===== src/rtl/gpio_apb_arb.sv =====
// gpio_apb_arb
// Two-requester round-robin arbiter that turns simple req/ack transfers into
// APB3-style cycles (no PREADY) towards a two-register GPIO slave.
//
// Ports
//   PCLK, PRESET           clock, synchronous active-high reset
//   reqN, wrN, addrN,      requester N transfer request, direction, address,
//   wdataN                 write data (N = 0, 1)
//   ackN, errN, rdataN     one-cycle completion pulse with status / read data
//   PSEL, PENABLE, PWRITE, APB master outputs
//   PADDR, PWDATA
//   PRDATA                 APB read data from the slave
//
// Transfer flow: IDLE -> SETUP -> ACCESS -> DONE [-> GAP] -> IDLE for a legal
// address. An illegal address skips the bus: IDLE -> DONE with err set.
module gpio_apb_arb #(
    parameter logic [31:0] BASE_ADDR = 32'h4004_0000,
    parameter int unsigned IDLE_GAP  = 0
) (
    input  logic        PCLK,
    input  logic        PRESET,
    input  logic        req0,
    input  logic        req1,
    input  logic        wr0,
    input  logic        wr1,
    input  logic [31:0] addr0,
    input  logic [31:0] addr1,
    input  logic [31:0] wdata0,
    input  logic [31:0] wdata1,
    output logic        ack0,
    output logic        ack1,
    output logic        err0,
    output logic        err1,
    output logic [31:0] rdata0,
    output logic [31:0] rdata1,
    output logic        PSEL,
    output logic        PENABLE,
    output logic        PWRITE,
    output logic [31:0] PADDR,
    output logic [31:0] PWDATA,
    input  logic [31:0] PRDATA
);

    localparam logic [3:0]  GAP_LD   = IDLE_GAP[3:0];
    localparam bit          HAS_GAP  = (GAP_LD != 4'd0);
    localparam logic [31:0] REG1_ADR = BASE_ADDR + 32'd4;

    typedef enum logic [2:0] {
        S_IDLE,
        S_SETUP,
        S_ACCESS,
        S_DONE,
        S_GAP
    } state_t;

    state_t      state_q, state_d;
    logic        gnt_q, gnt_d;        // requester owning the current transfer
    logic        prio_q, prio_d;      // requester that wins a tie
    logic        wr_q, wr_d;
    logic        err_q, err_d;
    logic [31:0] rdata_q, rdata_d;
    logic [31:0] paddr_q, paddr_d;
    logic [31:0] pwdata_q, pwdata_d;
    logic [3:0]  gap_q, gap_d;

    logic        pick;
    logic        sel_wr;
    logic [31:0] sel_addr;
    logic [31:0] sel_wdata;

    function automatic logic addr_legal(input logic [31:0] a);
        return (a == BASE_ADDR) || (a == REG1_ADR);
    endfunction

    // Tie goes to prio_q; a lone request is granted directly.
    assign pick      = (req0 && req1) ? prio_q : req1;
    assign sel_wr    = pick ? wr1    : wr0;
    assign sel_addr  = pick ? addr1  : addr0;
    assign sel_wdata = pick ? wdata1 : wdata0;

    always_comb begin
        state_d  = state_q;
        gnt_d    = gnt_q;
        prio_d   = prio_q;
        wr_d     = wr_q;
        err_d    = err_q;
        rdata_d  = rdata_q;
        paddr_d  = paddr_q;
        pwdata_d = pwdata_q;
        gap_d    = gap_q;

        case (state_q)
            S_IDLE: begin
                if (req0 || req1) begin
                    gnt_d  = pick;
                    prio_d = ~pick;
                    wr_d   = sel_wr;
                    if (addr_legal(sel_addr)) begin
                        // Bus registers only move on a real APB cycle so
                        // PADDR/PWDATA keep their last driven values otherwise.
                        paddr_d  = sel_addr;
                        pwdata_d = sel_wdata;
                        state_d  = S_SETUP;
                    end else begin
                        err_d   = 1'b1;
                        rdata_d = 32'd0;
                        state_d = S_DONE;
                    end
                end
            end
            S_SETUP: state_d = S_ACCESS;
            S_ACCESS: begin
                err_d   = 1'b0;
                rdata_d = wr_q ? 32'd0 : PRDATA;
                state_d = S_DONE;
            end
            S_DONE: begin
                if (HAS_GAP) begin
                    gap_d   = GAP_LD;
                    state_d = S_GAP;
                end else begin
                    state_d = S_IDLE;
                end
            end
            S_GAP: begin
                gap_d = gap_q - 4'd1;
                if (gap_q <= 4'd1) begin
                    gap_d   = 4'd0;
                    state_d = S_IDLE;
                end
            end
            default: state_d = S_IDLE;
        endcase
    end

    always_ff @(posedge PCLK) begin
        if (PRESET) begin
            state_q  <= S_IDLE;
            gnt_q    <= 1'b0;
            prio_q   <= 1'b0;
            wr_q     <= 1'b0;
            err_q    <= 1'b0;
            rdata_q  <= 32'd0;
            paddr_q  <= 32'd0;
            pwdata_q <= 32'd0;
            gap_q    <= 4'd0;
        end else begin
            state_q  <= state_d;
            gnt_q    <= gnt_d;
            prio_q   <= prio_d;
            wr_q     <= wr_d;
            err_q    <= err_d;
            rdata_q  <= rdata_d;
            paddr_q  <= paddr_d;
            pwdata_q <= pwdata_d;
            gap_q    <= gap_d;
        end
    end

    logic done;
    assign done = (state_q == S_DONE);

    assign PSEL    = (state_q == S_SETUP) || (state_q == S_ACCESS);
    assign PENABLE = (state_q == S_ACCESS);
    assign PWRITE  = PSEL && wr_q;
    assign PADDR   = paddr_q;
    assign PWDATA  = pwdata_q;

    // Completion outputs are forced to zero for the non-owning requester.
    assign ack0   = done && !gnt_q;
    assign ack1   = done &&  gnt_q;
    assign err0   = ack0 && err_q;
    assign err1   = ack1 && err_q;
    assign rdata0 = ack0 ? rdata_q : 32'd0;
    assign rdata1 = ack1 ? rdata_q : 32'd0;

endmodule


===== config.mk =====
export PLATFORM = sky130hd
export DESIGN_NAME = gpio_apb_arb
export DESIGN_NICKNAME = d
export VERILOG_FILES = /design/src/rtl/gpio_apb_arb.sv
export SDC_FILE = /design/constraint.sdc
export NUM_CORES = 1
export LEC_CHECK = 0
export CAP_MARGIN = 20
export CORE_MARGIN = 3
export CORE_UTILIZATION = 37
export DETAILED_ROUTE_END_ITERATION = 10
export HOLD_SLACK_MARGIN = 0.05
export PLACE_DENSITY_LB_ADDON = 0.25
export REMOVE_ABC_BUFFERS = 1
export SLEW_MARGIN = 10
export SYNTH_ARGS = -nofsm -noshare
export SYNTH_HDL_FRONTEND = slang
export SYNTH_SLANG_ARGS = --single-unit

===== constraint.sdc =====
create_clock -name PCLK -period 2.6 [get_ports PCLK]
set_input_delay 0.52 -clock PCLK [delete_from_list [all_inputs] [get_ports PCLK]]
set_output_delay 0.52 -clock PCLK [all_outputs]
set_load 0.02 [all_outputs]

==> run metrics <==
clock period minus worst slack 2.53 ns; Leak about 0.0043 µW; antenna diode count 0; Fmax achieved 395 MHz; share of post-route cells with drive strength above 1 0.113; RSZ-0062 raised after global routing no; Via density 4.95; # port buffers 300; Hold Worst Slack around 0.47 ns; Max rail drop VDD 0.000337 V; vias in the first global route ~5000; Synth Warn # 0; maxcap violations 0; Die ar. roughly 0.016 mm²; CTS Buffer Depth 2; TNS Setup 0 ns; clk sinks around 100; Avg Cell Area, Syn around 10 µm²; skew final just under 0.01 ns; Async S/R FF share, synth 0; Crit path required time 2.08 ns; DRT Pass-1 Iters 4; status finished clean; Startpoint Class register; Worst EP arrival 2.01 ns; routability cong. 0.813; Slew @ Worst Pin 0.632 ns; worst skew pair latency approximately 0.34 ns; initial antenna violation count 0; row cnt 42; H-tree lvl count 3; Hold Vio Cnt, Final 0; TritonCTS Buffers 9; routed vias between 4000 and 5000; first-pass GRT wire length approximately 26000 µm; Synth Instances about 500; Final period util 0.974; Clock Tree Root clkbuf_16; CTS tree done; Core Region 0.0135 mm²; initial drt markers about 250; Die Width 125 µm; CP max FO 34; Clock transition at path regs roughly 0.07 ns; crit path from state_q[1]; antenna-violating nets left 0; # setup viols final 0; sequential area share after synthesis 0.392; crit end category primary output; I/O pin count between 300 and 400; Reg-to-Reg Start state_q[0]; GR Util All Layers 0.205; source of the worst hold timing path PADDR[19]; routed len/inst about 17 µm; Synth Register Bits ~100; hold crit path type reg2reg; DIE HEIGHT ~120 µm; Post-synth EDFFs 0; crit path kind reg2out; Synth Flop Type dfxtp_1; Post-DP HPWL between 10000 and 15000 µm; Remaining DRCs 0; Syn-to-layout area delta 68.0%; Max Slew Vio Count 0; final net count approximately 960; Syn Std Cell Area between 0.005 and 0.006 mm²; Slew headroom 0.576; Starting Density 0.386; post-synthesis cell type count 43; PwrDens roughly 520 mW/mm²; pin count of the biggest net entering global routing 62; drt total wl roughly 17000 µm; GR Overflow Total 0
## power by group
group          total [µW]  switching (µW)  leakage [µW]  internal [µW]
registers            1780            97.0      0.000824           1690
logic                1530             812       0.00334            715
clock network        1260             600      0.000135            665
total                4580            1510       0.00430           3070
## timing repair
item,4_1_cts,5_1_grt
endpoints found under the setup margin,31,27
buffers inserted,0,0
cloned,0,0
hold buffers,0,0
gates resized for setup,7,27
## final timing paths
path	to	depth (start not counted)	slack (ns)
max	rdata1[6]	4	0.07
min	PADDR[19]	1	0.47
max reg2reg	PADDR[13]	8	0.47
min reg2reg	PADDR[19]	1	0.47
## Yosys cell counts, types with 5 or more instances
master,count,area share
dfxtp_1,102,0.39
and2_1,64,0.077
nor2_1,42,0.030
mux2i_1,34,0.065
nor2b_1,34,0.041
and3_1,33,0.040
and3b_1,33,0.055
a32o_1,32,0.061
mux2_4,30,0.086
clkbuf_1,25,0.018
buf_2,6,0.0058
nor3_1,5,0.0048
nor4_1,5,0.0060
## registers in the layout (all words and copies together) (netlist names)
name	cells
PWDATA	32
PADDR	32
wr_q	1
err_q	1
state_q	2
rdata_q	32
gnt_q	1
prio_q	1
## worst max-delay path, cell delays in order, from the launching register on
cell and delay (ns):
dfxtp_1 0.38, ha_1 0.22, buf_6 0.24, and3_1 0.22, clkdlybuf4s50_1 0.61
## layer usage
metal / global-route usage / share of wire / wire length (µm)
met1: 0.240 / 0.41 / 6780
met2: 0.361 / 0.50 / 8260
met3: 0.0626 / 0.083 / 1380
met4: 0.0548 / 0.014 / 233
met5: 0 / 0 / 0
## metrics by stage
stage / cell area [µm²] / utilization / total power, µW / instances / worst slack [ns]
after floorplan: 4950 / - / 2540 / 464 / -2.30
after global placement: 8400 / 0.622 / 3280 / 957 / -0.0110
after detailed placement: 8410 / 0.622 / 3330 / 958 / -0.0495
after CTS: 8690 / 0.644 / 4620 / 974 / -0.00646
after global routing: 8760 / 0.649 / 4800 / 974 / 0.00635
final: 8760 / 0.649 / 4580 / 974 / 0.0682
## layout by cell type, fill, tap and decap left out, types with 2 or more instances in the layout
cell type        netlist  routed
mux2_2                 4       4
mux2i_1               34      34
ha_1                   4       4
a32o_1                32      32
nor2_1                42      42
and3b_1               33      33
nand2b_1               2       2
and2_1                64      64
nand4_1                2       2
dlygate4sd2_1          0       5
buf_4                  3      12
nand4_2                2       2
nor3_1                 5       4
dfxtp_1              102     102
mux2_4                30      30
and3_1                33      33
a21oi_1                2       2
nor3_4                 2       2
a31oi_1                2       2
nor4_1                 5       5
dlymetal6s2s_1         0      27
clkdlybuf4s50_1        0     267
buf_12                 3       6
inv_1                  4       4
clkinv_4               0       3
nor2b_1               34      33
o21ai_0                4       3
nor4b_2                4       4
nor4_2                 4       4
clkbuf_16              0       9
## area by class of cell
cell class              count  area [µm²]
repair buffers            318        3280
well taps                 176         220
multi-input cells         357        2920
flip-flops and latches    102        2040
inverters                   5        18.8
clock buffers              10         229
clock inverters             6        53.8
fillers                  1091        4750
## cell families (layout without fill, tap and decap cells)
logic type,Yosys count,in the layout,share of synthesized area
and+or+nand+nor,238,238,0.302
DFF,102,102,0.392
muxes,68,68,0.160
buffers and inverters,49,339,0.0540
AOI/OAI and AO/OA,47,47,0.0830
adders and majority gates,4,4,0.00960
Note: power is estimated with default switching activity, not from simulation.
==> RTL edit, RTL diff (same flow settings) <==
Register the outputs `err0` and `err1`; this adds one clock of latency there. The other outputs are not delayed to match.
--- a/src/rtl/gpio_apb_arb.sv
+++ b/src/rtl/gpio_apb_arb.sv
@@ -169,8 +169,10 @@
     // Completion outputs are forced to zero for the non-owning requester.
     assign ack0   = done && !gnt_q;
     assign ack1   = done &&  gnt_q;
-    assign err0   = ack0 && err_q;
-    assign err1   = ack1 && err_q;
+    always_ff @(posedge PCLK) begin
+        err0 <= ack0 && err_q;
+        err1 <= ack1 && err_q;
+    end
     assign rdata0 = ack0 ? rdata_q : 32'd0;
     assign rdata1 = ack1 ? rdata_q : 32'd0;
 
Function: changed (Yosys sat finds a counterexample within 4 cycles, from zero or initial values and one cycle with PRESET high).
==> RTL edit against the original RTL <==
Worst setup slack improved by 0.056 ns. Clock power increased by 24%. Total power increased by 7.2%. First-iteration DRC count fell by 23%. Final cell count is 0.10% higher. Via count increased by 1.4%. Sequential cell count increased by 2. Final area is 1.5% higher. Area after synthesis increased by 0.77%. Wire length rose by 1.9%. Largest power group unchanged.
==> RTL edit: results (changes against the original RTL) <==
.. list-table::
   :header-rows: 1

   * - Metric
     - Value
   * - Result of the run
     - finished, final reports clean
   * - Fraction of layout cells with a size suffix above 1
     - 11.3% (-0.014 points)
   * - Rel. slew slack
     - 76.5% (+19 points)
   * - Standby leakage power
     - 0.00441 uW (+2.5%)
   * - DRT Wirelength
     - 17000 um (+1.9%)
   * - Count of antenna diodes in the layout
     - 0 (unchanged)
   * - Clock skew
     - 0.00875 ns (-0.000896 ns)
   * - Final HPWL from detailed placement
     - 13200 um (+3.9%)
   * - First-pass GRT wire length
     - 26600 um (+1.4%)
   * - Endpoint arrival time on the critical path
     - 1.96 ns (-0.05 ns)
   * - Maximum VDD drop
     - 403 uV (+19%)
   * - Seq/Total Area, Yosys
     - 39.6% (+0.46 points)
   * - Count of fill cells added during filler insertion
     - 1082 (-0.82%)
   * - Total Nets Final
     - 964 (+0.10%)
   * - Setup Slack @ Placement
     - 0.0678 ns (+0.117 ns)
   * - Routed vias
     - 4893 (+1.4%)
   * - Worst min-delay path category
     - register to register
   * - Final RePlAce weighted congestion
     - 0.868 (+6.7%)
   * - Vias in the first global route
     - 5040 (+0.44%)
   * - Total of buffers placed on input and output ports
     - 300 (unchanged)
   * - Pin count of the biggest net entering global routing
     - 66 (+6.5%)
   * - Most area-consuming cells after synthesis
     - dfxtp_1 (40%), mux2_4 (8.6%), and2_1 (7.6%)
   * - Leading cell types by count after synthesis
     - dfxtp_1 (104), and2_1 (64), nor2_1 (42)
   * - Global Route Usage Sum
     - 20.7% (+0.25 points)
   * - Iteration-0 DRC count of the detailed router
     - 190 (-23%)
-- RTL edit: cell count changes in the layout (fill, tap and decap cells not counted), moves of 2 or more --
cell and delta:
bufinv_16 +3, clkinv_4 -3, buf_12 +2, inv_6 +2
buf_4 -4, dlymetal6s2s_1 +4, dfxtp_1 +2, dlygate4sd2_1 -4
-- RTL edit: where the power goes --
part           internal [uW]  switching (uW)  leakage, uW  total (uW)
clock network            951             607     0.000167        1560
logic                    721             805      0.00340        1530
registers               1720             101     0.000840        1820
total                   3390            1510      0.00441        4900
-- RTL edit: metal layers --
layer  share of wire (%)  up-vias  wire length, um  GRT usage (%)
met2                  49      217             8370           36.7
met4                 2.2        0              380           6.06
li1                    -     2371                -              -
met5                   0        -                0              0
met3                 8.0       32             1360           6.31
met1                  40     2273             6860           24.1
-- RTL edit: worst paths after layout --
check                           startpoint    endpoint  slack (ns)  cells past startpoint
worst max-delay path            state_q[0]  rdata1[10]        0.12                      4
worst min-delay path             PADDR[23]   PADDR[23]        0.46                      1
worst max register to register  state_q[0]  PWDATA[17]        0.53                      8
worst min register to register   PADDR[23]   PADDR[23]        0.46                      1
-- RTL edit: timing repair --
item,4_1_cts,5_1_grt
gates resized for setup,1,33
setup endpoints to repair,1,64
endpoints found under the hold margin,0,0
cloned,0,0
-- RTL edit: kinds of logic after synthesis --
kind of cell    Yosys count  synth area share [%]
mux                      68                  15.9
flops                   104                  39.6
compound gates           47                  8.24
simple gates            238                  29.9
fa+ha+maj                 4                 0.952
buf+inv                  49                  5.36
-- RTL edit: per-stage QoR --
stage,std cells,util (%),cell area [um^2],hold WS [ns]
after floorplan,466,-,4990,0.441
after global placement,959,62.4,8460,0.443
after detailed placement,959,62.4,8460,0.443
after CTS,975,65.0,8810,0.465
after global routing,975,65.6,8890,0.480
final,975,65.6,8890,0.463
-- RTL edit: layout make-up --
| type | instances | area [um^2] | area share [%] |
|---|---|---|---|
| clock buffers | 9 | 225 | 2.53 |
| clock inverters | 7 | 124 | 1.39 |
| inverters | 5 | 18.8 | 0.211 |
| multi-input cells | 357 | 2920 | 32.8 |
| flip-flops and latches | 104 | 2080 | 23.4 |
| well taps | 176 | 220 | 2.48 |
| repair buffers | 317 | 3310 | 37.2 |
-- RTL edit: worst register-to-register path, stage by stage (launching register included) --
cell and delay [ns]:
dfxtp_1 0.35, inv_1 0.09, ha_1 0.33, inv_2 0.06, a211o_1 0.33, nor3_4 0.20, nor2_4 0.07, buf_12 0.19
mux2_4 0.35
